`config.mk`:
```
export PLATFORM = sky130hd
export DESIGN_NAME = qspi_sram_master
export DESIGN_NICKNAME = d
export VERILOG_FILES = /design/src/rtl/qspi_sram_master.sv
export SDC_FILE = /design/constraint.sdc
export NUM_CORES = 1
export LEC_CHECK = 0
export BUFFER_PORTS_ARGS = -buffer_cell sky130_fd_sc_hd__buf_2
export CORE_ASPECT_RATIO = 0.75
export CORE_MARGIN = 10
export CORE_UTILIZATION = 49
export DETAILED_ROUTE_END_ITERATION = 6
export GPL_ROUTABILITY_DRIVEN = 0
export GPL_TIMING_DRIVEN = 0
export HOLD_SLACK_MARGIN = 0.02
export PLACE_DENSITY_LB_ADDON = 0.2
export SLEW_MARGIN = 25
export SYNTH_ARGS = -nofsm -noshare
export SYNTH_HDL_FRONTEND = slang
export SYNTH_SLANG_ARGS = --single-unit
```
`constraint.sdc`:
```
create_clock -name CLK -period 3.1 [get_ports CLK]
set_clock_uncertainty 0.2 [all_clocks]
set_input_delay 0.465 -clock CLK [delete_from_list [all_inputs] [get_ports CLK]]
set_output_delay 0.465 -clock CLK [all_outputs]
set_load 0.02 [all_outputs]
```
`src/rtl/qspi_sram_master.sv`:
```
// QPI serial-SRAM master: one-byte read/write per request, 24-bit address,
// enters quad mode after reset with a single-bit command on SIO[0].
module qspi_sram_master #(
  parameter int         DUMMY_CYCLES   = 6,
  parameter int         CS_HIGH_CYCLES = 2,
  parameter logic [7:0] INIT_CMD       = 8'h35
) (
  input  logic        CLK,
  input  logic        RES,
  input  logic        BUS_REQ,
  input  logic        BUS_WE,
  input  logic [23:0] BUS_ADDR,
  input  logic [7:0]  BUS_WDATA,
  output logic [7:0]  BUS_RDATA,
  output logic        BUS_ACK,
  output logic        BUS_READY,
  output logic        QSPI_CS_N,
  output logic        QSPI_CS_E,
  output logic        QSPI_SCK,
  output logic        QSPI_SCK_E,
  output logic [3:0]  QSPI_SIO_O,
  output logic [3:0]  QSPI_SIO_E,
  input  logic [3:0]  QSPI_SIO_I
);

  typedef enum logic [3:0] {
    S_INIT_GAP, S_INIT_CMD, S_IDLE, S_CMD, S_ADDR, S_DUMMY, S_WDATA, S_RDATA, S_GAP
  } state_t;

  state_t      r_state, w_state;
  logic [4:0]  r_cnt, w_cnt;
  logic        r_ph, w_ph;
  logic        r_sck, w_sck;
  logic        r_cs_n, w_cs_n;
  logic [3:0]  r_sio_o, w_sio_o;
  logic [3:0]  r_sio_e, w_sio_e;
  logic [7:0]  r_rdata, w_rdata;
  logic [3:0]  r_rhi, w_rhi;
  logic        r_ack, w_ack;
  logic        r_ready, w_ready;
  logic        w_accept;
  logic        w_last;
  logic        r_we;
  logic [23:0] r_addr;
  logic [7:0]  r_wdata;

  function automatic int seq_len(state_t s);
    case (s)
      S_INIT_CMD: return 8;
      S_ADDR:     return 6;
      S_DUMMY:    return DUMMY_CYCLES;
      default:    return 2;
    endcase
  endfunction

  function automatic state_t seq_next(state_t s, logic we);
    case (s)
      S_CMD:   return S_ADDR;
      S_ADDR:  return we ? S_WDATA : ((DUMMY_CYCLES > 0) ? S_DUMMY : S_RDATA);
      S_DUMMY: return S_RDATA;
      default: return S_GAP;
    endcase
  endfunction

  // Returns {SIO_E, SIO_O} for SCK cycle c of state s.
  function automatic logic [7:0] pin_drive(state_t s, logic [4:0] c, logic we,
                                           logic [23:0] a, logic [7:0] d);
    logic [7:0] cmd;
    cmd = we ? 8'h38 : 8'hEB;
    case (s)
      S_INIT_CMD: return {4'b0001, 3'b000, INIT_CMD[3'(7 - int'(c))]};
      S_CMD:      return {4'hF, c[0] ? cmd[3:0] : cmd[7:4]};
      S_ADDR:     return {4'hF, 4'(a >> (4 * (5 - int'(c))))};
      S_WDATA:    return {4'hF, c[0] ? d[3:0] : d[7:4]};
      default:    return 8'h00;
    endcase
  endfunction

  always_comb begin
    w_state  = r_state;
    w_cnt    = r_cnt;
    w_ph     = r_ph;
    w_sck    = r_sck;
    w_cs_n   = r_cs_n;
    w_sio_o  = r_sio_o;
    w_sio_e  = r_sio_e;
    w_rdata  = r_rdata;
    w_rhi    = r_rhi;
    w_ack    = 1'b0;
    w_ready  = 1'b0;
    w_accept = 1'b0;
    w_last   = (int'(r_cnt) == seq_len(r_state) - 1);
    case (r_state)
      S_INIT_GAP, S_GAP: begin
        w_cnt = r_cnt + 5'd1;
        if (int'(r_cnt) >= CS_HIGH_CYCLES - 1) begin
          w_cnt = '0;
          if (r_state == S_INIT_GAP) begin
            w_state              = S_INIT_CMD;
            w_cs_n               = 1'b0;
            {w_sio_e, w_sio_o}   = pin_drive(S_INIT_CMD, 5'd0, r_we, r_addr, r_wdata);
          end else begin
            w_state = S_IDLE;
            w_ready = 1'b1;
          end
        end
      end
      S_IDLE: begin
        w_ready = 1'b1;
        if (BUS_REQ) begin
          w_accept           = 1'b1;
          w_ready            = 1'b0;
          w_state            = S_CMD;
          w_cnt              = '0;
          w_ph               = 1'b0;
          w_sck              = 1'b0;
          w_cs_n             = 1'b0;
          {w_sio_e, w_sio_o} = pin_drive(S_CMD, 5'd0, BUS_WE, BUS_ADDR, BUS_WDATA);
        end
      end
      default: begin
        if (!r_ph) begin
          w_sck = 1'b1;
          w_ph  = 1'b1;
        end else begin
          // End of phase 1: SRAM has driven SIO_I for a full SCK period.
          w_sck = 1'b0;
          w_ph  = 1'b0;
          if (r_state == S_RDATA) begin
            if (r_cnt == 5'd0) w_rhi = QSPI_SIO_I;
            else               w_rdata = {r_rhi, QSPI_SIO_I};
          end
          if (w_last) begin
            w_state = seq_next(r_state, r_we);
            w_cnt   = '0;
          end else begin
            w_cnt = r_cnt + 5'd1;
          end
          if (w_state == S_GAP) begin
            w_cs_n  = 1'b1;
            w_sio_e = 4'h0;
            w_sio_o = 4'h0;
            w_ack   = (r_state != S_INIT_CMD);
          end else begin
            {w_sio_e, w_sio_o} = pin_drive(w_state, w_cnt, r_we, r_addr, r_wdata);
          end
        end
      end
    endcase
  end

  always_ff @(posedge CLK) begin
    if (RES) begin
      r_state <= S_INIT_GAP;
      r_cnt   <= '0;
      r_ph    <= 1'b0;
      r_sck   <= 1'b0;
      r_cs_n  <= 1'b1;
      r_sio_o <= 4'h0;
      r_sio_e <= 4'h0;
      r_rdata <= 8'h00;
      r_ack   <= 1'b0;
      r_ready <= 1'b0;
    end else begin
      r_state <= w_state;
      r_cnt   <= w_cnt;
      r_ph    <= w_ph;
      r_sck   <= w_sck;
      r_cs_n  <= w_cs_n;
      r_sio_o <= w_sio_o;
      r_sio_e <= w_sio_e;
      r_rdata <= w_rdata;
      r_ack   <= w_ack;
      r_ready <= w_ready;
    end
  end

  // Request fields and the captured high nibble carry no reset.
  always_ff @(posedge CLK) begin
    r_rhi <= w_rhi;
    if (w_accept) begin
      r_we    <= BUS_WE;
      r_addr  <= BUS_ADDR;
      r_wdata <= BUS_WDATA;
    end
  end

  assign BUS_RDATA  = r_rdata;
  assign BUS_ACK    = r_ack;
  assign BUS_READY  = r_ready;
  assign QSPI_CS_N  = r_cs_n;
  assign QSPI_CS_E  = 1'b1;
  assign QSPI_SCK   = r_sck;
  assign QSPI_SCK_E = 1'b1;
  assign QSPI_SIO_O = r_sio_o;
  assign QSPI_SIO_E = r_sio_e;

endmodule
```
Word-level counts from Yosys, hierarchy flattened
Memory sizes are Yosys's and may differ from the RTL's. Cells that the tools add are included.

Memory bits (read-only): 8. Bits in registers: 66. Output and inout port bits: 22. Input port bits: 40. Word-level logic and storage cells: 109. Memories: 1.

Memory list: (no name shown) (depth 8, bits a word 1, rd ports 1, clocked after Yosys merged registers in 0, write ports 0, line 71) `S_INIT_CMD: return {4'b0001, 3'b000, INIT_CMD[3'(7 - int'(c))]};`.

Add/subtract/negate cells: 4. Bitwise operators: 5. Multiplexer cells: 51. Reduce and logical (&&, ||, !) cells: 15. $lt $le $gt $ge: 2. Shift-type cells: 1. Eq/ne operators: 17.

Operator list (count): 4-bit two-way mux (18); 6-bit by 32-bit == test with 1-bit output (1); 4-bit one-hot mux with 2 select lines (4); 8-bit one-hot mux with 4 select lines (1); 24-bit by 32-bit >> shifter with 4-bit output (1); 32-bit by 2-bit subtractor with 32-bit output (second input constant) (1); 5-bit two-way mux (6); 4-bit by 3-bit == test with 1-bit output (second input constant) (5); 8-bit two-way mux (2); 1-bit two-way mux (13); 4-bit by 2-bit == test with 1-bit output (second input constant) (3); 4-bit one-hot mux with 3 select lines (1); 4-bit AND reduction (3); 5-bit one-hot mux with 2 select lines (1); 4-bit by 1-bit == test with 1-bit output (second input constant) (2); 4-bit == test (second input constant) (2); 2-bit inequality test (second input constant) (3); 1-bit one-hot mux with 2 select lines (3); 3-bit nonzero test (2); 6-bit OR reduction (1); 3-bit by 5-bit subtractor with 6-bit output (first input constant) (1); 5-bit by 1-bit adder with 5-bit output (second input constant) (1); 5-bit by 1-bit greater-or-equal comparator with 1-bit output (second input constant) (1); 5-bit logical NOT (1); other kinds (11) (18).

Logic depth before layout (Yosys ltp)
Gate-level depths: netlist of run 1.

Word-level depth: 16. Gate-level depth with buffers: 12.

Least setup slack after synthesis of run 1
OpenSTA, ideal clock, no wires.

Kind: register -> register. Start point: reg r_cnt[0]. End point: reg r_sio_o[1], in the netlist QSPI_SIO_O[1]. Arrival: 2906 ps. Required time: 2827 ps. Path buffers: 2. Slack: -79 ps. Cell stages (with the launch flop): 13. Clock period less this slack: 3179 ps. Library setup time: 73 ps. Cells stage by stage: dfxtp_1 clkbuf_1 inv_1 ha_1 buf_2 nand2_1 inv_1 ha_1 o21bai_1 o41a_1 or3_1 or3_4 o211ai_2.

Word-level cells in the longest chain between the ends: 10. Elaborated cells on any way between the ends: 24.

Ends and longest elaborated chain: start: declaration (line 31) `logic [4:0] r_cnt, w_cnt;`; start signal: assignment (line 166) `r_cnt <= w_cnt;`; 5-bit by 1-bit adder with 5-bit output or 6-bit by 32-bit == test with 1-bit output (tied branches) (line 137, 92); 5-bit two-way mux (line 133) `if (w_last) begin`; 5-bit two-way mux (line 122) `if (!r_ph) begin`; 5-bit two-way mux (line 93) `case (r_state)`; 3-bit by 5-bit subtractor with 6-bit output (line 73) `S_ADDR: return {4'hF, 4'(a >> (4 * (5 - int'(c))))};`; 24-bit by 32-bit >> shifter with 4-bit output (line 73); 8-bit one-hot mux with 4 select lines (line 70) `case (s)`; 4-bit two-way mux (line 139) `if (w_state == S_GAP) begin`; 4-bit two-way mux (line 122); 4-bit one-hot mux with 2 select lines (line 93); end signal: assignment (line 170) `r_sio_o <= w_sio_o;`; end: declaration (line 35) `logic [3:0] r_sio_o, w_sio_o;`.

Parallel ways exist; a longest one is shown, timed or not. The select of a mux whose other input is x is not followed. A chain may end at the register's enable or synchronous reset.

Worst setup path after layout of run 1
Start point: reg r_state[3]. End point: reg r_sio_o[3], in the netlist QSPI_SIO_O[3].

Word-level cells in the longest chain between the ends: 14. Elaborated cells on any way between the ends: 37.

Ends and longest elaborated chain: start: declaration (line 30) `state_t r_state, w_state;`; start signal: assignment (line 165) `r_state <= w_state;`; 4-bit by 3-bit == test with 1-bit output (line 48, 57); 2-bit OR reduction (no line); 4-bit one-hot mux with 2 select lines (line 48) `case (s)`; 32-bit by 2-bit subtractor with 32-bit output (line 92) `w_last = (int'(r_cnt) == seq_len(r_state) - 1);`; 6-bit by 32-bit == test with 1-bit output (line 92); 5-bit two-way mux (line 133); 5-bit two-way mux (line 122); 5-bit two-way mux (line 93); 3-bit by 5-bit subtractor with 6-bit output (line 73); 24-bit by 32-bit >> shifter with 4-bit output (line 73); 8-bit one-hot mux with 4 select lines (line 70); 4-bit two-way mux (line 139); 4-bit two-way mux (line 122); 4-bit one-hot mux with 2 select lines (line 93).

Parallel ways exist; a longest one is shown, timed or not. The select of a mux whose other input is x is not followed.

==> results of run 1 <==
[flip-flops by register name (all words and copies together), names as in the netlist]
| signal | count |
|---|---|
| BUS_READY | 1 |
| r_cnt | 5 |
| r_rhi | 4 |
| QSPI_CS_N | 1 |
| BUS_RDATA | 8 |
| r_we | 1 |
| r_state | 4 |
| QSPI_SCK | 1 |
| BUS_ACK | 1 |
| QSPI_SIO_E | 2 |
| QSPI_SIO_O | 4 |
| r_addr | 24 |
| r_wdata | 8 |
[stage by stage]
step	utilization [%]	TNS [ps]	cells	power (mW)
after floorplan	-	0	285	2.04
after global placement	58.2	-602	421	2.34
after detailed placement	58.2	-698	421	2.36
after CTS	63.7	-45.2	441	3.32
after global routing	64.4	-403	444	3.57
final	64.4	-195	444	3.37
[Yosys cell counts (2+ instances only)]
library cell | instances | share of area (%)
sky130_fd_sc_hd__buf_2 | 2 | 0.33
sky130_fd_sc_hd__nand2_1 | 14 | 1.7
sky130_fd_sc_hd__a21o_1 | 2 | 0.49
sky130_fd_sc_hd__nand3_1 | 16 | 2.6
sky130_fd_sc_hd__ha_1 | 7 | 2.9
sky130_fd_sc_hd__edfxtp_1 | 37 | 36
sky130_fd_sc_hd__nor3_1 | 4 | 0.65
sky130_fd_sc_hd__nor4_1 | 2 | 0.41
sky130_fd_sc_hd__nand2b_1 | 6 | 1.2
sky130_fd_sc_hd__o22ai_1 | 2 | 0.41
sky130_fd_sc_hd__clkbuf_1 | 13 | 1.6
sky130_fd_sc_hd__inv_1 | 9 | 1.1
sky130_fd_sc_hd__nor2_1 | 34 | 4.2
sky130_fd_sc_hd__o221ai_1 | 2 | 0.57
sky130_fd_sc_hd__nor3b_1 | 2 | 0.49
sky130_fd_sc_hd__nand3b_1 | 3 | 0.74
sky130_fd_sc_hd__dfxtp_1 | 27 | 18
sky130_fd_sc_hd__a211oi_1 | 6 | 1.5
sky130_fd_sc_hd__nand4_1 | 2 | 0.41
sky130_fd_sc_hd__a21oi_1 | 9 | 1.5
sky130_fd_sc_hd__or3_1 | 3 | 0.61
sky130_fd_sc_hd__a211o_1 | 2 | 0.57
sky130_fd_sc_hd__xnor2_1 | 5 | 1.4
sky130_fd_sc_hd__o211ai_2 | 2 | 0.82
sky130_fd_sc_hd__a311oi_1 | 2 | 0.57
sky130_fd_sc_hd__o21ai_0 | 7 | 1.1
sky130_fd_sc_hd__o2111ai_1 | 2 | 0.57
sky130_fd_sc_hd__mux2i_1 | 16 | 5.2
sky130_fd_sc_hd__or2_2 | 2 | 0.41
sky130_fd_sc_hd__buf_4 | 4 | 0.98
sky130_fd_sc_hd__a22oi_1 | 5 | 1.2
sky130_fd_sc_hd__o21bai_1 | 3 | 0.74
sky130_fd_sc_hd__buf_1 | 2 | 0.25
sky130_fd_sc_hd__a31oi_1 | 5 | 1.0
sky130_fd_sc_hd__mux2_2 | 3 | 1.1
sky130_fd_sc_hd__and2_1 | 4 | 0.82
sky130_fd_sc_hd__o21ba_2 | 2 | 0.65
[power groups by stage]
stage | registers (mW) | logic [mW] | clock network, mW
after global placement | 1.10 | 1.24 | 0
after floorplan | 1.14 | 0.897 | 0
final | 1.10 | 1.41 | 0.865
after CTS | 1.09 | 1.35 | 0.879
after global routing | 1.11 | 1.53 | 0.925
after detailed placement | 1.11 | 1.25 | 0
[what timing repair did]
action / 4_1_cts / 5_1_grt
pin swaps: 3 / 10
setup endpoints to repair: 4 / 4
setup buffers: 5 / 4
resized for setup: 13 / 10
[area by class of cell]
class / count / area, sq um
fillers: 495 / 2120
well taps: 78 / 97.6
clock buffers: 11 / 163
repair buffers: 67 / 358
plain buffers: 20 / 104
inverters: 9 / 36.3
clock inverters: 5 / 85.1
flip-flops and latches: 64 / 1660
multi-input cells: 190 / 1320
[cells by family (layout without fill, tap and decap cells)]
logic type / after synthesis / count (layout) / synth area share [%]
AOI/OAI and AO/OA: 60 / 60 / 14.1
buffers and inverters: 31 / 112 / 4.62
and+or+nand+nor: 96 / 96 / 15.8
other: 1 / 2 / 0.122
xor gates and xnor gates: 5 / 5 / 1.43
muxes: 20 / 20 / 7.07
adders and majority gates: 7 / 7 / 2.86
DFF: 64 / 64 / 53.9
[metal layers]
layer | up-vias | share of wire, %
met5 | - | 0
met4 | 0 | 0.99
met3 | 10 | 8.7
met2 | 117 | 46
met1 | 1130 | 44
li1 | 1195 | -
[path summary, 6_finish.rpt]
check             cells past startpoint            end   startpoint
setup / recovery                     11  QSPI_SIO_O[3]   r_state[3]
setup reg to reg                     11  QSPI_SIO_O[3]   r_state[3]
hold reg to reg                       2   BUS_RDATA[5]     r_rhi[1]
hold / removal                        1      r_addr[6]  BUS_ADDR[6]
==> metrics.log, run 1 <==
[metrics] CP Cell Sequence: nor4b_4 > xnor2_2 > a211o_1 > nand2_4 > inv_4 > ha_4 > o21bai_1 > o41a_1 > or3_4 > or3_4 > o211ai_2
[metrics] portion of total power attributed to combinational logic: between 40% and 50%
[metrics] final design area excluding fillers: 3830 sq um
[metrics] pin count of the biggest net entering global routing: 34
[metrics] number of buffers added to fix hold violations after cts: 0
[metrics] DP Area: 3460 sq um
[metrics] Final Worst Setup Slack: -74.4 ps
[metrics] setup repair after global routing missed its margin: true
[metrics] Max-cap violations: 0
[metrics] die height: slightly below 90 um
[metrics] headroom to the max-slew limit: 50.4%
[metrics] Yosys Warn Count: 0
[metrics] count of buffers from port buffering: 58
[metrics] sequential power share: 32.5%
[metrics] met2 Use GR: 23.5%
[metrics] Critical Path Start Type: register
[metrics] busiest metal layer after global routing: met2
[metrics] Slowest cell on crit path: sky130_fd_sc_hd__or3_4
[metrics] Pint: 2.12 mW
[metrics] Static Leak: between 1.5 and 2 nW
[metrics] final wirelength: 7400 um
[metrics] CTS tree: built
[metrics] highest-count cells in the layout ignoring fill and taps: sky130_fd_sc_hd__buf_2 (60), sky130_fd_sc_hd__edfxtp_1 (37), sky130_fd_sc_hd__nor2_1 (32), sky130_fd_sc_hd__dfxtp_1 (23)
[metrics] final hold violations: 0
[metrics] count of flip-flops with a built-in enable after synthesis: 37
[metrics] global-route usage over all layers: between 10% and 20%
[metrics] antenna violations before repair: 0
[metrics] dominant register cell in the synthesized netlist: sky130_fd_sc_hd__edfxtp_1
[metrics] Top delay family on crit path: simple AND/OR/NAND/NOR gates
[metrics] total clock sinks: 64
[metrics] power share of the clock group: around a quarter
[metrics] share of final-layout standard cells stronger than drive strength 1: 31.7%
[metrics] worst path bufs/invs: 1
[metrics] area of the die: 9840 sq um
[metrics] minimum hold slack: 84.5 ps
[metrics] post-synthesis cell area: between 3000 and 4000 sq um
[metrics] power dissipated by switching net loads: ~1.3 mW
[metrics] number of distinct library cell variants in the gate-level netlist after synthesis: 53
[metrics] critical path data arrival time: around 3300 ps
[metrics] placed wire-length estimate: roughly 5400 um
[metrics] routed length per placed instance: roughly 17 um
[metrics] Cell Rows: 24
[metrics] total congestion overflow after global routing: 0
[metrics] count of state elements after synthesis: 64
[metrics] Net Sw Frac: 37.1%
[metrics] vias after detailed routing: roughly 2500
[metrics] post-detailed-route DRC marker count: 0
[metrics] fraction of the yosys area taken by sequential cells: 53.9%
[metrics] post-CTS clock slew at the launch and capture registers of the worst setup and hold paths: 70 ps
[metrics] Placement Setup Slack: -244 ps
[metrics] maximum clock insertion buffer count: 2
[metrics] actual slew at the worst max-slew pin: between 700 and 800 ps
[metrics] Worst Path Max Fanout: 4
[metrics] average cell area after synthesis: roughly 11 sq um
[metrics] number of nets with antenna violations after routing: 0
[metrics] CP dominant cell by count: sky130_fd_sc_hd__or3_4
[metrics] fraction of registers with async set or reset after synthesis: 0%
[metrics] final setup violation count: 3
[metrics] initial core utilization: around 50%
[metrics] ratio of total power to cell area: between 800 and 900 nW/um^2
[metrics] Starting DRT DRC Count: 190
[metrics] deepest level of the CTS H-tree: 3
[metrics] via count of the first global-routing pass: around 2400
[metrics] violations in the final reports: negative setup slack
[metrics] area of the core: around 5900 sq um
[metrics] category of the worst setup path capture point: register
[metrics] router iterations before antenna repair: 5
[metrics] insertion delay to the later sink of the worst-skew pair: between 300 and 400 ps
[metrics] type of the worst min-delay path: in -> reg
[metrics] final layout net count: 408
[metrics] CTS Root Buffer Type: sky130_fd_sc_hd__clkbuf_8
[metrics] worst voltage drop across the vdd grid: ~380 uV
[metrics] met3 Resource Use GR: approximately 5.5%
[metrics] maximum single-stage delay on the critical path: roughly 410 ps
[metrics] kind of critical path: reg -> reg
[metrics] leading cell type in the layout, fill and taps excluded: sky130_fd_sc_hd__buf_2
[metrics] number of buffers inserted during clock tree synthesis: 9
[metrics] critical path data required time: roughly 3200 ps
[metrics] gate count of the mapped netlist: ~280
[metrics] clock period minus final worst setup slack: ~3200 ps
[metrics] Max Transition Viols Final: 0
[metrics] antenna diode instance count: 0
[metrics] die outline width: ~110 um
[metrics] FMAX: approximately 320 MHz
[metrics] run status: finished, violations left
[metrics] via density per instance: 5.52
[metrics] R2R setup slack: -70 ps
[metrics] first-pass GRT wire length: ~12000 um
[metrics] final worst-path cycle share: 102%
[metrics] I/O pin total: 62
[metrics] signed area change from the synthesized netlist to the final layout: 25.0%
[metrics] met1 usage in global routing: between 10% and 20%
No activity file was read; power rests on OpenSTA's default activity.
==> inputs of run 2 (changes only) <==
--- a/config.mk
+++ b/config.mk
@@ -8,7 +8,7 @@
 export BUFFER_PORTS_ARGS = -buffer_cell sky130_fd_sc_hd__buf_2
 export CORE_ASPECT_RATIO = 0.75
 export CORE_MARGIN = 10
-export CORE_UTILIZATION = 49
+export CORE_UTILIZATION = 55
 export DETAILED_ROUTE_END_ITERATION = 6
 export GPL_ROUTABILITY_DRIVEN = 0
 export GPL_TIMING_DRIVEN = 0
@@ -18,3 +18,4 @@
 export SYNTH_ARGS = -nofsm -noshare
 export SYNTH_HDL_FRONTEND = slang
 export SYNTH_SLANG_ARGS = --single-unit
+export TNS_END_PERCENT = 20
==> constraint.sdc (replaced) <==
create_clock -name CLK -period 3.63 [get_ports CLK]
set_clock_uncertainty 0.2 [all_clocks]
set_input_delay 0.5445 -clock CLK [delete_from_list [all_inputs] [get_ports CLK]]
set_output_delay 0.5445 -clock CLK [all_outputs]
set_load 0.02 [all_outputs]
==> run 2 against run 1 <==
Against the previous run:
- largest cell class unchanged
- die area decreased by 8.7%
- via count decreased by 2.0%
- wire length shrank 5.1%
- cell area down 5.5%
- maximum frequency fell by 7.3%
- worst setup slack better by 280 ps
- the run now ends clean
- count of clock-buffer cells in the layout shrank 1
- first-iteration DRC count is 33% higher
- worst hold slack improved by 88 ps
- register-to-register slack improved by 280 ps
- cell count shrank 2.3%
- global-route usage rose by 0.81 points
==> metrics.log, run 2 (synthesis gave the netlist of run 1 again) <==
[metrics] met2 WL post-DR: 3130 um
[metrics] clock period minus final worst setup slack: ~3400 ps
[metrics] area of the die: 8980 sq um
[metrics] leading cell type in the layout, fill and taps excluded: sky130_fd_sc_hd__buf_2
[metrics] antenna diode instance count: 0
[metrics] Max Transition Viols Final: 0
[metrics] post-CTS clock slew at the launch and capture registers of the worst setup and hold paths: 70 ps
[metrics] router iterations before antenna repair: 4
[metrics] FF+latch area: 1650 sq um
[metrics] final setup violation count: 0
[metrics] start point of the worst hold path: BUS_WDATA[4]
[metrics] headroom to the max-slew limit: approximately 50%
[metrics] share of final-layout standard cells stronger than drive strength 1: roughly 26%
[metrics] Static Leak: 1.47 nW
[metrics] routed length per placed instance: around 16 um
[metrics] final wirelength: around 7000 um
[metrics] total congestion overflow after global routing: 0
[metrics] maximum clock insertion buffer count: 2
[metrics] critical path data required time: 3700 ps
[metrics] via density per instance: about 5.5
[metrics] vias after detailed routing: between 2000 and 2500
[metrics] insertion delay to the later sink of the worst-skew pair: 340 ps
[metrics] Max-cap violations: 0
[metrics] critical path data arrival time: 3500 ps
[metrics] Cell Rows: 23
[metrics] post-detailed-route DRC marker count: 0
[metrics] I/O pin total: between 60 and 70
[metrics] Critical Path Start Type: register
[metrics] CTS tree: built
[metrics] post-cts resize count: 0
[metrics] largest register by flop count: r_addr
[metrics] CTS Root Buffer Type: sky130_fd_sc_hd__clkbuf_8
[metrics] detailed-routed wire length on met3: about 650 um
[metrics] count of buffers from port buffering: 58
[metrics] final layout net count: between 400 and 500
[metrics] fillers: about 460
[metrics] startpoint of the lowest-slack register-to-register path: r_cnt[0]
[metrics] total clock sinks: 64
[metrics] Starting DRT DRC Count: 253
[metrics] signed area change from the synthesized netlist to the final layout: 18.1%
[metrics] setup repair after global routing missed its margin: false
[metrics] max FFs per register: 24
[metrics] die height: around 85 um
[metrics] antenna violations before repair: 0
[metrics] number of buffers inserted during clock tree synthesis: 9
[metrics] final setup TNS: 0 ps
[metrics] global-route usage over all layers: 16.0%
[metrics] placed wire-length estimate: 5200 um
[metrics] Worst Path Max Fanout: 10
[metrics] wl on met1: about 3200 um
[metrics] ratio of total power to cell area: 701 nW/um^2
[metrics] highest-count cells in the layout ignoring fill and taps: sky130_fd_sc_hd__buf_2 (60), sky130_fd_sc_hd__edfxtp_1 (37), sky130_fd_sc_hd__nor2_1 (34), sky130_fd_sc_hd__dfxtp_1 (27)
[metrics] Setup Buffers After CTS: 0
[metrics] Worst Setup SP: r_cnt[0]
[metrics] final hold violations: 0
[metrics] multi-input combinational cell area: about 1300 sq um
[metrics] area of the core: ~5400 sq um
[metrics] die outline width: 106 um
[metrics] number of buffers added to fix hold violations after cts: 0
[metrics] top layer reached by signal wires: met4
[metrics] deepest level of the CTS H-tree: 3
[metrics] final worst-path cycle share: between 90% and 100%
[metrics] category of the worst setup path capture point: register
[metrics] type of the worst min-delay path: in -> reg
[metrics] actual slew at the worst max-slew pin: between 700 and 800 ps
[metrics] initial core utilization: between 50% and 60%
[metrics] run status: completed
[metrics] number of nets with antenna violations after routing: 0
[metrics] worst voltage drop across the vdd grid: ~380 uV
[metrics] minimum hold slack: approximately 170 ps
[metrics] first-pass GRT wire length: between 10000 and 15000 um
[metrics] pin count of the biggest net entering global routing: 34
[metrics] via count of the first global-routing pass: around 2400
[metrics] kind of critical path: reg -> reg
[metrics] FMAX: around 290 MHz
==> run 2: final timing paths <==
| kind | endpoint | slack [ps] | depth (start not counted) |
|---|---|---|---|
| worst max register to register | QSPI_SIO_O[1] | 200 | 12 |
| worst max-delay path | QSPI_SIO_O[1] | 200 | 12 |
| worst min-delay path | r_wdata[4] | 170 | 1 |
| worst min register to register | BUS_RDATA[6] | 280 | 2 |
==> run 2: area by class of cell <==
cell class	instances	area share [%]
Timing Repair Buffer	58	8.02
Clock buffer	10	3.53
Multi-Input combinational cell	190	35.2
Inverter	9	0.934
Sequential cell	64	45.7
Buffer	22	3.04
Clock inverter	6	1.00
Tap cell	75	2.59
==> run 2: stage by stage <==
step                      cells  setup slack, ps  instance area (sq um)  power, mW  util, %
after floorplan             285              451                   3070       1.74        -
after global placement      418             81.4                   3450       1.99     64.1
after detailed placement    418             47.8                   3450       2.02     64.1
after CTS                   434             16.4                   3610       2.53     67.2
after global routing        434             11.5                   3620       2.70     67.2
final                       434              205                   3620       2.54     67.2
==> run 2: routing by layer <==
metal,track usage [%],vias up
li1,-,1175
met1,21.5,1110
met2,23.4,112
met3,5.88,7
met4,5.15,0
met5,0,-
==> run 2: critical path: stages (launching register included) <==
cell and delay [ps]:
sky130_fd_sc_hd__dfxtp_1 490, sky130_fd_sc_hd__clkbuf_2 280, sky130_fd_sc_hd__inv_1 150, sky130_fd_sc_hd__ha_1 310
sky130_fd_sc_hd__buf_2 170, sky130_fd_sc_hd__nand2_1 150, sky130_fd_sc_hd__inv_1 60, sky130_fd_sc_hd__ha_1 200
sky130_fd_sc_hd__o21bai_1 150, sky130_fd_sc_hd__o41a_1 310, sky130_fd_sc_hd__or3_1 330, sky130_fd_sc_hd__or3_4 370
sky130_fd_sc_hd__o211ai_2 170
==> run 2: where the power goes <==
part | switching, mW | total [mW] | internal [mW]
combinational | 0.682 | 1.10 | 0.413
sequential | 0.0546 | 0.929 | 0.874
clock | 0.270 | 0.512 | 0.242
total | 1.01 | 2.54 | 1.53
